### src/rtl/mm_stream_tx.sv
// mm_stream_tx: loads A/B, streams them to the multiplier with the first byte one cycle after start, then collects the verdict and results.
// The byte stream has no backpressure. Define MMTX_TIMEOUT_EN to add a TO_CYC-cycle watchdog on the busy/result wait.
module mm_stream_tx #(
    parameter int MAX_DIM = 4,
    parameter int DW      = 8,
    parameter int OW      = 20,
    parameter int TO_CYC  = 64
) (
    input  logic          clk,
    input  logic          rst,
    input  logic          cfg_we,
    input  logic          cfg_sel,
    input  logic [3:0]    cfg_addr,
    input  logic [DW-1:0] cfg_wdata,
    input  logic [2:0]    a_rows,
    input  logic [2:0]    a_cols,
    input  logic [2:0]    b_rows,
    input  logic [2:0]    b_cols,
    input  logic          start,
    output logic [DW-1:0] mm_in_data,
    output logic          mm_col_end,
    output logic          mm_row_end,
    input  logic          mm_busy,
    input  logic          mm_valid,
    input  logic          mm_is_legal,
    input  logic          mm_change_row,
    input  logic [OW-1:0] mm_out_data,
    input  logic [3:0]    res_addr,
    output logic [OW-1:0] res_data,
    output logic [4:0]    res_count,
    output logic [2:0]    res_rows,
    output logic          legal,
    output logic          done,
    output logic          cfg_err,
    output logic          timeout
);
    localparam int         NB  = MAX_DIM * MAX_DIM;
    localparam logic [2:0] MD  = 3'(MAX_DIM);
    localparam logic [4:0] NB5 = 5'(NB);

    typedef enum logic [2:0] {IDLE, SEND_A, SEND_B, WAIT_BUSY, VERDICT, COLLECT, FIN} state_t;
    state_t state;

    logic [DW-1:0] a_buf [NB];
    logic [DW-1:0] b_buf [NB];
    logic [OW-1:0] r_buf [NB];

    logic [2:0] ar, ac, br, bc, r, c;
    logic [3:0] lin;
    logic       dims_ok, accept, row_last, mat_last, capture, to_hit;
    logic [2:0] cur_rows, cur_cols, nxt_r, nxt_c;
    logic [3:0] nxt_lin;

    // Returns {row_end, col_end} for element (row, col) of a rows x cols matrix.
    function automatic logic [1:0] marks(input logic [2:0] row, input logic [2:0] col,
                                         input logic [2:0] rows, input logic [2:0] cols);
        logic ce;
        ce = (col == cols - 3'd1);
        return {ce && (row == rows - 3'd1), ce};
    endfunction

    always_comb begin
        dims_ok  = (a_rows != 3'd0) && (a_rows <= MD) && (a_cols != 3'd0) && (a_cols <= MD) &&
                   (b_rows != 3'd0) && (b_rows <= MD) && (b_cols != 3'd0) && (b_cols <= MD);
        accept   = (state == IDLE) && start && dims_ok;
        cur_rows = (state == SEND_B) ? br : ar;
        cur_cols = (state == SEND_B) ? bc : ac;
        row_last = (c == cur_cols - 3'd1);
        mat_last = row_last && (r == cur_rows - 3'd1);
        nxt_c    = row_last ? 3'd0 : c + 3'd1;
        nxt_r    = row_last ? r + 3'd1 : r;
        nxt_lin  = lin + 4'd1;
        capture  = (state == COLLECT) && mm_valid && mm_busy && (res_count < NB5);
        res_data = ({1'b0, res_addr} < NB5) ? r_buf[res_addr] : '0;
    end

    always_ff @(posedge clk) begin
        if (state == IDLE && cfg_we && ({1'b0, cfg_addr} < NB5)) begin
            if (cfg_sel) b_buf[cfg_addr] <= cfg_wdata;
            else         a_buf[cfg_addr] <= cfg_wdata;
        end
        if (capture) r_buf[res_count[3:0]] <= mm_out_data;
    end

    always_ff @(posedge clk or posedge rst) begin
        if (rst) begin
            state      <= IDLE;
            ar         <= '0;
            ac         <= '0;
            br         <= '0;
            bc         <= '0;
            r          <= '0;
            c          <= '0;
            lin        <= '0;
            mm_in_data <= '0;
            mm_col_end <= 1'b0;
            mm_row_end <= 1'b0;
            res_count  <= '0;
            res_rows   <= '0;
            legal      <= 1'b0;
            done       <= 1'b0;
            cfg_err    <= 1'b0;
        end else begin
            done    <= 1'b0;
            cfg_err <= 1'b0;
            case (state)
                IDLE: begin
                    if (accept) begin
                        ar        <= a_rows;
                        ac        <= a_cols;
                        br        <= b_rows;
                        bc        <= b_cols;
                        r         <= '0;
                        c         <= '0;
                        lin       <= '0;
                        res_count <= '0;
                        res_rows  <= '0;
                        legal     <= 1'b0;
                        mm_in_data <= a_buf[0];
                        {mm_row_end, mm_col_end} <= marks(3'd0, 3'd0, a_rows, a_cols);
                        state     <= SEND_A;
                    end else if (start) begin
                        cfg_err <= 1'b1;
                    end
                end
                SEND_A, SEND_B: begin
                    if (!mat_last) begin
                        r   <= nxt_r;
                        c   <= nxt_c;
                        lin <= nxt_lin;
                        mm_in_data <= (state == SEND_A) ? a_buf[nxt_lin] : b_buf[nxt_lin];
                        {mm_row_end, mm_col_end} <= marks(nxt_r, nxt_c, cur_rows, cur_cols);
                    end else if (state == SEND_A) begin
                        // B follows A's last element with no idle cycle.
                        r   <= '0;
                        c   <= '0;
                        lin <= '0;
                        mm_in_data <= b_buf[0];
                        {mm_row_end, mm_col_end} <= marks(3'd0, 3'd0, br, bc);
                        state <= SEND_B;
                    end else begin
                        mm_in_data <= '0;
                        mm_col_end <= 1'b0;
                        mm_row_end <= 1'b0;
                        state      <= WAIT_BUSY;
                    end
                end
                WAIT_BUSY: begin
                    if (to_hit) begin
                        done  <= 1'b1;
                        state <= FIN;
                    end else if (mm_busy) begin
                        legal <= mm_is_legal;
                        state <= mm_is_legal ? COLLECT : VERDICT;
                    end
                end
                VERDICT: begin
                    if (to_hit || !mm_busy) begin
                        done  <= 1'b1;
                        state <= FIN;
                    end
                end
                COLLECT: begin
                    if (capture) res_count <= res_count + 5'd1;
                    if (mm_valid && mm_change_row) res_rows <= res_rows + 3'd1;
                    if (to_hit || !mm_busy) begin
                        done  <= 1'b1;
                        state <= FIN;
                    end
                end
                FIN:     state <= IDLE;
                default: state <= IDLE;
            endcase
        end
    end

`ifdef MMTX_TIMEOUT_EN
    localparam int            TW     = $clog2(TO_CYC + 1);
    localparam logic [TW-1:0] TO_LIM = TW'(TO_CYC - 1);
    logic [TW-1:0] to_cnt;
    logic          waiting;

    assign waiting = (state == WAIT_BUSY) || (state == VERDICT) || (state == COLLECT);
    assign to_hit  = waiting && !mm_valid && (to_cnt == TO_LIM);

    always_ff @(posedge clk or posedge rst) begin
        if (rst) begin
            to_cnt  <= '0;
            timeout <= 1'b0;
        end else begin
            if (!waiting || mm_valid) to_cnt <= '0;
            else                      to_cnt <= to_cnt + 1'b1;
            if (accept)      timeout <= 1'b0;
            else if (to_hit) timeout <= 1'b1;
        end
    end
`else
    // Watchdog compiled out; TO_CYC is referenced only to keep the parameter in use.
    assign to_hit  = 1'b0 & (TO_CYC > 0);
    assign timeout = 1'b0;
`endif
endmodule

### config.mk
export PLATFORM = sky130hd
export DESIGN_NAME = mm_stream_tx
export DESIGN_NICKNAME = d
export VERILOG_FILES = /design/src/rtl/mm_stream_tx.sv
export SDC_FILE = /design/constraint.sdc
export NUM_CORES = 1
export LEC_CHECK = 0
export CAP_MARGIN = 15
export CORE_UTILIZATION = 55
export CTS_CLUSTER_SIZE = 16
export DETAILED_ROUTE_END_ITERATION = 10
export GPL_TIMING_DRIVEN = 0
export PLACE_DENSITY_LB_ADDON = 0.2
export SLEW_MARGIN = 15
export SYNTH_ARGS = -nofsm -noshare
export SYNTH_HDL_FRONTEND = slang
export SYNTH_SLANG_ARGS = --single-unit
### constraint.sdc
create_clock -name clk -period 4.45 [get_ports clk]
set_input_delay 0.89 -clock clk [delete_from_list [all_inputs] [get_ports clk]]
set_output_delay 0.89 -clock clk [all_outputs]
set_load 0.01 [all_outputs]
==> summary.md <==
| Metric | Value |
|---|---|
| Worst R2R End | `mm_in_data[1]` |
| Layout cells sized above 1 | `0.2447` |
| Critical-path cell list | `clkbuf_1 -> clkdlybuf4s15_2 -> mux4_2 -> mux4_2 -> clkdlybuf4s50_1` |
| Fraction of registers with async set/reset | `0.07395` |
| Fin. max-slew vios | `0` |
| #FFs+latches synth | `622` |
| Mean post-synth cell area | `20.52 µm²` |
| Initial Util | `0.5600` |
| Utilization after layout | `0.6477` |
| Yosys warnings | `0` |
| Final wirelength | `53,250 µm` |
| Synth top area share | `0.6954` |
| Yosys top cell by area | `edfxtp_1` |
| Row count | `77` |
| Clock slew at reported path FFs | `60 ps` |
| Routed length per instance | `26.38 µm` |
| TritonCTS buffer count | `61` |
| CP Launch Type | `input pin` |
| Die Height | `214.7 µm` |
| Area of the core | `44,410 µm²` |
| Layout area overhead | `15.66%` |
| Final ANT Viol Nets | `0` |
| Initial antenna violation count | `1` |
| GRT Util Overall | `0.2393` |
| Final Skew | `24.64 ps` |
| Reg2reg start | `state[0]` |
| Largest delay share family, worst path | `buffers and inverters` |
| Vias in the first global route | `12,735` |
| Final setup vio count | `0` |
| EDFF count, synth | `576` |
| H-tree levels | `2` |
| Final Cycle Share | `0.9696` |
| Dpl hpwl | `34,710 µm` |
| Clk_lat worst skew | `630 ps` |
| Fmax | `231.8 MHz` |
| Syn nets | `1,281` |
| Worst hold path class | `reg -> reg` |
| Flop-to-flop setup slack | `630 ps` |
| Initial DRT Pass Iterations | `5` |
| Setup crit start | `res_addr[0]` |
| Hold-fix buffers, CTS | `0` |
| Pleak | `9.351 nW` |
| Total power | `0.01600 W` |
| Crit end category | `primary output` |
| Final min period | `4315 ps` |
| CTS Buffer Depth | `3` |
| Max VDD drop | `0.3812 mV` |
| Vias/cell | `6.127` |
| Die area | `46,080 µm²` |
| Status | `finished, final reports clean` |
| Setup CP Type | `in -> out` |
| Nets | `1,448` |
| Slowest library cell on the worst path | `clkdlybuf4s15_2` |
| Power per cell area | `556.1 nW/µm²` |
| Post-synth top flop | `edfxtp_1` |
| CTS sink count | `622` |
| Buffers added on ports | `92` |
| Top cells by area, synth | `edfxtp_1 70%, mux4_2 16%, dfrtp_1 4.6%` |
| DRC violations left | `0` |
| Worst path max stage delay | `600 ps` |
| Sequential fraction of the synthesis area | `0.7416` |
| CP Data Arrival Time | `3420 ps` |
| Rel. slew slack | `0.2715` |
| CP Buf/Inv Count | `3` |
| TritonCTS clock tree | `built` |
| Grt total ovfl | `0` |
| Chip width | `214.7 µm` |
| Largest net degree at the start of global routing | `33` |
| Setup Buffers After CTS | `0` |
| R2r worst-path depth | `13` |
| Synth unique cells | `63` |
| Cell mode on critical path | `mux4_2` |
| Endpoints failing hold | `0` |
| Max-cap violations | `0` |
| Initial DRC count | `1,321` |
| Cells after Synth | `1,212` |
| RSZ-0062 raised after global routing | `false` |
| Measured slew at the worst slew-check pin | `1085 ps` |
| GPL Wtd Cong | `0.8925` |
| CP Capture Point | `res_data[15]` |
| Root buf cell | `clkbuf_16` |
| WP data required | `3560 ps` |
| Synth Cell Area | `24,870 µm²` |
| Worst-path fanout max | `10` |
| Global-route wire length before repair | `80,290 µm` |
| Vias | `12,370` |
| Cell count along the critical path | `5` |
| Num ports | `99` |
==> final cells by class <==
| type | count | area, µm² |
|---|---|---|
| buffer | 61 | 331.6 |
| clock inverter | 31 | 299.0 |
| fill | 2957 | 15650 |
| inverter | 15 | 56.30 |
| tap | 592 | 740.7 |
| multi-input combinational | 514 | 6205 |
| sequential | 622 | 18450 |
| clock buffer | 79 | 1635 |
| timing repair buffer | 104 | 1051 |
| antenna | 1 | 2.502 |
==> placed cells by master, fill, tap and decap left out, types with 5 or more instances in the layout <==
| master | synthesis | layout |
|---|---|---|
| ha_1 | 12 | 12 |
| inv_1 | 15 | 14 |
| clkinv_2 | 0 | 9 |
| bufinv_16 | 0 | 5 |
| clkdlybuf4s15_2 | 0 | 5 |
| nor2_1 | 79 | 67 |
| nand2_1 | 48 | 48 |
| clkbuf_16 | 0 | 62 |
| o21ai_0 | 15 | 15 |
| a31oi_1 | 5 | 5 |
| nor3_2 | 1 | 6 |
| mux2_2 | 14 | 14 |
| nand2b_1 | 15 | 15 |
| clkbuf_1 | 25 | 38 |
| o22ai_1 | 11 | 11 |
| mux2i_1 | 22 | 22 |
| buf_4 | 2 | 10 |
| buf_2 | 15 | 23 |
| o21ai_1 | 6 | 6 |
| nand4_1 | 5 | 5 |
| mux4_2 | 172 | 172 |
| clkinv_1 | 0 | 12 |
| buf_1 | 15 | 9 |
| nor2b_1 | 8 | 8 |
| o31ai_1 | 10 | 10 |
| xnor2_1 | 9 | 9 |
| o221ai_1 | 8 | 8 |
| dfrtp_1 | 46 | 46 |
| clkdlybuf4s50_1 | 0 | 84 |
| a21oi_1 | 12 | 12 |
| nor2_4 | 0 | 12 |
| edfxtp_1 | 576 | 576 |
| nand3_1 | 8 | 8 |
==> metrics by stage <==
step	setup WS [ps]	instance area [µm²]	setup TNS, ps	std cells	hold slack [ps]
finish	135.5	28770	0	2019	510.2
global placement	-1325	26540	-143330	1896	493.9
CTS	126.9	28810	0	2018	511.6
detailed placement	-207.1	26830	-3223	1908	492.9
floorplan	857.6	24870	0	1212	479.9
global route	9.824	28770	0	2018	537.2
==> cell usage after synthesis, drive strengths merged, types with 2 or more instances <==
master,instances
xnor2,10
a22o,3
a21oi,13
nand2b,15
buf,36
nor2b,8
xor2,4
o21ai,21
dfrtp,46
edfxtp,576
ha,12
nand3,8
nor3,7
nor3b,4
nand4,5
a211oi,2
inv,15
or3,2
clkbuf,25
mux4,172
o22ai,11
nand2,48
o221ai,8
mux2,14
or2,2
nand3b,4
nor2,79
mux2i,24
a31oi,5
xnor3,2
o31ai,10
and3,2
==> flip-flops by register name, summed over array words and instances, names as in the netlist, 4 cells and up <==
| signal | flops |
|---|---|
| lin | 4 |
| res_count | 5 |
| r_buf | 320 |
| a_buf | 128 |
| mm_in_data | 8 |
| b_buf | 128 |
==> metal layers <==
metal	up-vias	global-route usage	part of all wire
li1	5330	-	-
met1	6478	0.3300	0.41
met2	476	0.3985	0.51
met3	86	0.03319	0.062
met4	0	0.07881	0.025
met5	-	0	0
==> timing repair <==
action / CTS / global route
endpoints found under the hold margin: 0 / 0
setup endpoints to repair: 20 / 1
gates cloned: 0 / 0
gates resized for setup: 14 / 1
==> kinds of logic after synthesis <==
logic type | share of synthesized area
simple gates | 0.03632
mux | 0.1724
other cells | 0.0001508
buf+inv | 0.01373
fa+ha+maj | 0.006036
compound gates | 0.02269
flops | 0.7416
xor+xnor | 0.007042
==> worst min path at each step <==
stage / startpoint / end / slack [ps] / cells past startpoint
after floorplan: ar[1] / ar[1] / 480 / 1
after global placement: legal / legal / 490 / 1
after detailed placement: legal / legal / 490 / 1
after CTS: legal / legal / 510 / 1
after global routing: ac[1] / ac[1] / 540 / 1
final: legal / legal / 510 / 1
==> power breakdown <==
part	switching, W	leakage [nW]	internal (W)
Sequential	0.000213	5.77	0.00662
Clock	0.00211	0.938	0.00287
Combinational	0.00225	2.64	0.00194
Total	0.00457	9.35	0.0114
(Power assumes the default switching activity.)
